`src/rtl/iob_ptfloat_unpack.sv`:
```
// Pipelined pt-float unpacker: splits {ew, exp, man} into an exponent width, a
// sign-extended exponent and a left-aligned two's-complement mantissa.
module iob_ptfloat_unpack #(
   parameter  int DATA_W    = 32,
   parameter  int EW_W      = 4,
   localparam int EXP_MAX_W = 2**EW_W - 1,
   localparam int MAN_MAX_W = DATA_W - EW_W
) (
   input  logic                   clk_i,
   input  logic                   rst_i,
   input  logic                   in_valid_i,
   output logic                   in_ready_o,
   input  logic [DATA_W-1:0]      data_i,
   output logic                   out_valid_o,
   input  logic                   out_ready_i,
   output logic [EW_W-1:0]        ew_o,
   output logic [EXP_MAX_W+1:0]   exp_o,
   output logic [MAN_MAX_W-1:0]   man_o,
   output logic                   zero_o,
   output logic                   nar_o
);

   localparam int SH_W = $clog2(MAN_MAX_W + 1);

   logic                  s1_valid_q, s1_valid_d;
   logic [EW_W-1:0]       s1_ew_q,    s1_ew_d;
   logic [MAN_MAX_W-1:0]  s1_body_q,  s1_body_d;
   logic                  s1_nar_q,   s1_nar_d;

   logic                  s2_valid_q, s2_valid_d;
   logic [EW_W-1:0]       ew_q,       ew_d;
   logic [EXP_MAX_W+1:0]  exp_q,      exp_d;
   logic [MAN_MAX_W-1:0]  man_q,      man_d;
   logic                  zero_q,     zero_d;
   logic                  nar_q,      nar_d;

   logic                  s1_adv, s2_adv;
   logic [SH_W-1:0]       shamt;
   logic [MAN_MAX_W-1:0]  rsh;
   logic                  exp_sign;
   logic [EXP_MAX_W+1:0]  exp_raw;
   logic [MAN_MAX_W-1:0]  man_raw;

   always_comb begin
      s2_adv = ~s2_valid_q | out_ready_i;
      s1_adv = ~s1_valid_q | s2_adv;
   end

   // Stage 1: capture the raw fields; data registers only load on a real transfer.
   always_comb begin
      s1_valid_d = s1_valid_q;
      s1_ew_d    = s1_ew_q;
      s1_body_d  = s1_body_q;
      s1_nar_d   = s1_nar_q;
      if (s1_adv) begin
         s1_valid_d = in_valid_i;
         if (in_valid_i) begin
            s1_ew_d   = data_i[DATA_W-1 -: EW_W];
            s1_body_d = data_i[MAN_MAX_W-1:0];
            s1_nar_d  = (data_i == {1'b1, {(DATA_W-1){1'b0}}});
         end
      end
   end

   // The exponent field sits in the top ew bits of the body; right-align it,
   // then extend from bit ew-1 (ew==0 yields an all-zero exponent).
   always_comb begin
      shamt    = SH_W'(MAN_MAX_W) - SH_W'(s1_ew_q);
      rsh      = s1_body_q >> shamt;
      exp_sign = 1'b0;
      for (int unsigned i = 0; i < EXP_MAX_W; i++) begin
         if (32'(s1_ew_q) == i + 1) exp_sign = rsh[i];
      end
      exp_raw = '0;
      for (int unsigned i = 0; i < EXP_MAX_W + 2; i++) begin
         exp_raw[i] = (i < 32'(s1_ew_q)) ? rsh[i] : exp_sign;
      end
      man_raw = s1_body_q << s1_ew_q;
   end

   // Stage 2: register the unpacked fields, forcing the NaR encoding.
   always_comb begin
      s2_valid_d = s2_valid_q;
      ew_d       = ew_q;
      exp_d      = exp_q;
      man_d      = man_q;
      zero_d     = zero_q;
      nar_d      = nar_q;
      if (s2_adv) begin
         s2_valid_d = s1_valid_q;
         if (s1_valid_q) begin
            ew_d   = s1_ew_q;
            exp_d  = s1_nar_q ? '0 : exp_raw;
            man_d  = s1_nar_q ? '0 : man_raw;
            zero_d = ~s1_nar_q & (man_raw == '0);
            nar_d  = s1_nar_q;
         end
      end
   end

   always_ff @(posedge clk_i) begin
      if (rst_i) begin
         s1_valid_q <= 1'b0;
         s1_ew_q    <= '0;
         s1_body_q  <= '0;
         s1_nar_q   <= 1'b0;
         s2_valid_q <= 1'b0;
         ew_q       <= '0;
         exp_q      <= '0;
         man_q      <= '0;
         zero_q     <= 1'b0;
         nar_q      <= 1'b0;
      end else begin
         s1_valid_q <= s1_valid_d;
         s1_ew_q    <= s1_ew_d;
         s1_body_q  <= s1_body_d;
         s1_nar_q   <= s1_nar_d;
         s2_valid_q <= s2_valid_d;
         ew_q       <= ew_d;
         exp_q      <= exp_d;
         man_q      <= man_d;
         zero_q     <= zero_d;
         nar_q      <= nar_d;
      end
   end

   assign in_ready_o  = s1_adv;
   assign out_valid_o = s2_valid_q;
   assign ew_o        = ew_q;
   assign exp_o       = exp_q;
   assign man_o       = man_q;
   assign zero_o      = zero_q;
   assign nar_o       = nar_q;

endmodule

```
`config.mk`:
```
export PLATFORM = sky130hd
export DESIGN_NAME = iob_ptfloat_unpack
export DESIGN_NICKNAME = d
export VERILOG_FILES = /design/src/rtl/iob_ptfloat_unpack.sv
export SDC_FILE = /design/constraint.sdc
export NUM_CORES = 1
export LEC_CHECK = 0
export CELL_PAD_IN_SITES_DETAIL_PLACEMENT = 1
export CELL_PAD_IN_SITES_GLOBAL_PLACEMENT = 2
export CORE_MARGIN = 5
export CORE_UTILIZATION = 33
export CTS_CLUSTER_SIZE = 16
export DETAILED_ROUTE_END_ITERATION = 7
export GPL_TIMING_DRIVEN = 0
export PLACE_DENSITY = 0.8
export SYNTH_ARGS = -nofsm -noshare
export SYNTH_HDL_FRONTEND = slang
export SYNTH_SLANG_ARGS = --single-unit
```
`constraint.sdc`:
```
create_clock -name clk_i -period 4.45 [get_ports clk_i]
set_clock_uncertainty 0.2 [all_clocks]
set_input_delay 0.6675 -clock clk_i [delete_from_list [all_inputs] [get_ports clk_i]]
set_output_delay 0.6675 -clock clk_i [all_outputs]
set_load 0.05 [all_outputs]
```
==> flow_metrics.env <==
export IMPL_status="complete, no violations"
export IMPL_powerDensity_nw_per_um2=292
export IMPL_cp_top_family="buffers and inverters"
export IMPL_multi_input_area_sq_um=4240
export IMPL_period_share_pct=95.0
export IMPL_worstPathCellList="clkbuf_4, inv_2, clkbuf_2, ha_1, buf_2, buf_4, buf_4, mux2i_2, mux2i_1, o221ai_2, o211ai_1, a32o_1, a211o_1, a22o_1"
export IMPL_track_usage_pct=24.8
export IMPL_wl_per_cell_um=24.7
export IMPL_clockBufferDepth=2
export IMPL_relSlewSlack_pct=22.5
export IMPL_postRouteAntennaNets=0
export IMPL_max_freq_mhz=236
export IMPL_grt_max_degree=16
export IMPL_die_area_sq_um=21900
export IMPL_crit_type="reg2reg"
export IMPL_clock_latency_ns=0.36
export IMPL_drv_slew=0
export IMPL_chipWidth_um=148
export IMPL_dr_pass1_iters=5
export IMPL_wl_met2_mm=12.6
export IMPL_layout_min_cycle_time_ns=4.23
export IMPL_io_pins=89
export IMPL_wl_met3_mm=1.84
export IMPL_rsz0062_at_grt="no"
export IMPL_cp_max_fo=11
export IMPL_nFillCells=2242
export IMPL_grt_pass1_wl_mm=41.8
export IMPL_crit_arrival_ns=4.28
export IMPL_dpl_cell_count=1089
export IMPL_wl_mm=27.3
export IMPL_synth_top_area_share_pct=27.1
export IMPL_cts_num_sinks=85
export IMPL_drt_iter0_drc=682
export IMPL_synth_edf_count=0
export IMPL_drt_met1_wl_mm=12.0
export IMPL_crit_slowest_cell="dfxtp_1"
export IMPL_port_buffers=87
export IMPL_yosys_area_top_type="dfxtp_1"
export IMPL_hpwl_mm=21.4
export IMPL_vdd_drop_max_uv=181
export IMPL_cts_resized=4
export IMPL_drc=0
export IMPL_gp_congestion=0.929
export IMPL_die_h_um=148
export IMPL_dr_max_layer_used="met4"
export IMPL_cts_tree="yes"
export IMPL_setup_violations=0
export IMPL_cts_hold_buffers_added=0
export IMPL_rows=50
export IMPL_finalWorstSetupSlack_ns=0.221
export IMPL_pre_cts_slack_ns=-0.144
export IMPL_cts_clk_slew_worst_paths_ns=0.07
export IMPL_start_util_pct=33.5
export IMPL_crit_top_cell="buf_4"
export IMPL_netlist_cell_type_count=69
export IMPL_final_cells=1105
export IMPL_syn_area_sq_um=6270
export IMPL_start_kind="register"
export IMPL_first_global_vias=6838
export IMPL_cpPeakStageDelay_ns=0.51
export IMPL_core_sq_um=18700
export IMPL_crit_required_ns=4.50
export IMPL_min_path_type="reg2reg"
export IMPL_num_vias=6634
export IMPL_max_slew_worst_pin_slew_ns=1.16
export IMPL_ys_flop_type="dfxtp_1"
export IMPL_endpoint_kind="register"
export IMPL_setup_tns_final_ns=0
export IMPL_drive_gt1_share_pct=11.9
export IMPL_cts_root_buf="clkbuf_16"
export IMPL_syn_area_per_cell_sq_um=8.17
export IMPL_area_growth_pct=23.6
export IMPL_cts_max_level=3
export IMPL_regArea_sq_um=1700
export IMPL_ys_warn_count=0
export IMPL_fin_nets=906
export IMPL_synth_nets=808
export IMPL_n_antenna_cell=0
export IMPL_maxCapViolations=0
export IMPL_yosysSeqAreaShare_pct=27.1
export IMPL_hold_viol_final=0
export IMPL_via_per_inst=6.00
export IMPL_synthArstFlopShare_pct=0
export IMPL_p_leak_nw=2.60
export IMPL_ys_seq_elements=85
export IMPL_synthTopCellsByArea="dfxtp_1 (27%), mux4_2 (14%), nand2_1 (9.2%)"
export IMPL_antenna_found_initial=0
export IMPL_cp_num_buf_inv=6
export IMPL_synthCells=768
export IMPL_cts_setup_buffers=0
export IMPL_grt_overflow_total=0
export IMPL_cts_made_buffers=9
-- path summary, 6_finish.rpt --
check	from	end	slack, ns	depth (start not counted)
setup reg to reg	s1_ew_q[0]$_SDFFE_PP0P_	exp_o[9]$_SDFFE_PP0P_	0.22	14
hold reg to reg	man_o[5]$_SDFFE_PP0P_	man_o[5]$_SDFFE_PP0P_	0.26	2
setup / recovery	s1_ew_q[0]$_SDFFE_PP0P_	exp_o[9]$_SDFFE_PP0P_	0.22	14
hold / removal	man_o[5]$_SDFFE_PP0P_	man_o[5]$_SDFFE_PP0P_	0.26	2
-- synth_stat cells, types with 4 or more instances --
cell type and count:
a211oi_1 5, a21oi_1 85, a22oi_1 20, a311oi_1 4
a31oi_1 8, a32oi_1 5, buf_1 6, buf_2 14
buf_4 5, clkbuf_1 48, dfxtp_1 85, ha_1 4
inv_1 7, mux2_1 5, mux2_2 10, mux2i_1 50
mux4_2 38, nand2_1 154, nand2b_1 12, nand3_1 5
nand4_1 6, nor2_1 62, nor2b_1 6, nor3_1 15
nor4_1 9, o211ai_1 12, o21ai_0 7, o21ai_1 7
o22ai_1 4, o31ai_1 6
-- state kept, by name, indices dropped and copies added, names as in the netlist --
register	cells
exp_o	16
man_o	28
ew_o	4
s1_nar_q	1
out_valid_o	1
s1_ew_q	4
s1_valid_q	1
nar_o	1
zero_o	1
s1_body_q	28
-- metrics by stage --
| stage | utilization, % | total power [W] | cell area (sq um) | hold slack, ns |
|---|---|---|---|---|
| floorplan | - | 0.00127 | 6270 | 0.268 |
| global placement | 39.8 | 0.00151 | 7440 | 0.239 |
| detailed placement | 39.8 | 0.00151 | 7440 | 0.249 |
| CTS | 41.4 | 0.00227 | 7740 | 0.260 |
| global route | 41.5 | 0.00236 | 7760 | 0.280 |
| finish | 41.5 | 0.00227 | 7760 | 0.255 |
-- logic make-up (layout without fill, tap and decap cells) --
| group | count (synthesis) | after routing | synth area share [%] |
|---|---|---|---|
| AOI/OAI and AO/OA | 198 | 198 | 20.5 |
| xor gates and xnor gates | 4 | 4 | 0.678 |
| adders and majority gates | 4 | 4 | 0.798 |
| buffers and inverters | 83 | 186 | 5.78 |
| DFF | 85 | 85 | 27.1 |
| muxes | 106 | 106 | 25.0 |
| and+or+nand+nor | 288 | 288 | 20.1 |
-- per-layer routing --
layer / track usage, % / vias up
li1: - / 3018
met1: 33.1 / 3312
met2: 40.4 / 257
met3: 4.63 / 47
met4: 8.82 / 0
met5: 0 / -
-- worst register-to-register path: cells and delay by family (launching register included) --
family	cells	cell delay, ns
adders and majority gates	1	0.34
muxes	2	0.45
AOI/OAI and AO/OA	5	1.23
DFF	1	0.51
buffers and inverters	6	1.39
-- where the power goes --
group	total, W	internal, W	switching (W)
logic	0.000684	0.000250	0.000435
registers	0.000832	0.000792	0.0000396
clock network	0.000752	0.000401	0.000351
-- cell usage in the layout, fill, tap and decap left out, drive strengths merged, types with 4 or more instances in the layout --
cell	instances
mux4	38
o211ai	12
nand2b	12
a31oi	8
nand2	154
nor4	9
mux2	18
nor3	15
a22oi	20
a21oi	86
a211oi	5
buf	25
nand4	6
clkdlybuf4s50	87
mux2i	50
a32oi	5
nor2	62
inv	10
a311oi	4
o31ai	6
clkbuf	61
o21ai	14
nor2b	6
o22ai	4
ha	4
dfxtp	85
nand3	5
-- area by class of cell --
| class | instances | area share (%) |
|---|---|---|
| repair buffers | 87 | 11.2 |
| clock inverters | 5 | 0.565 |
| well taps | 234 | 3.77 |
| inverters | 8 | 0.387 |
| plain buffers | 75 | 4.34 |
| flip-flops and latches | 85 | 22.0 |
| clock buffers | 11 | 3.13 |
| multi-input cells | 600 | 54.6 |
Power figures use the tool's default switching activity.
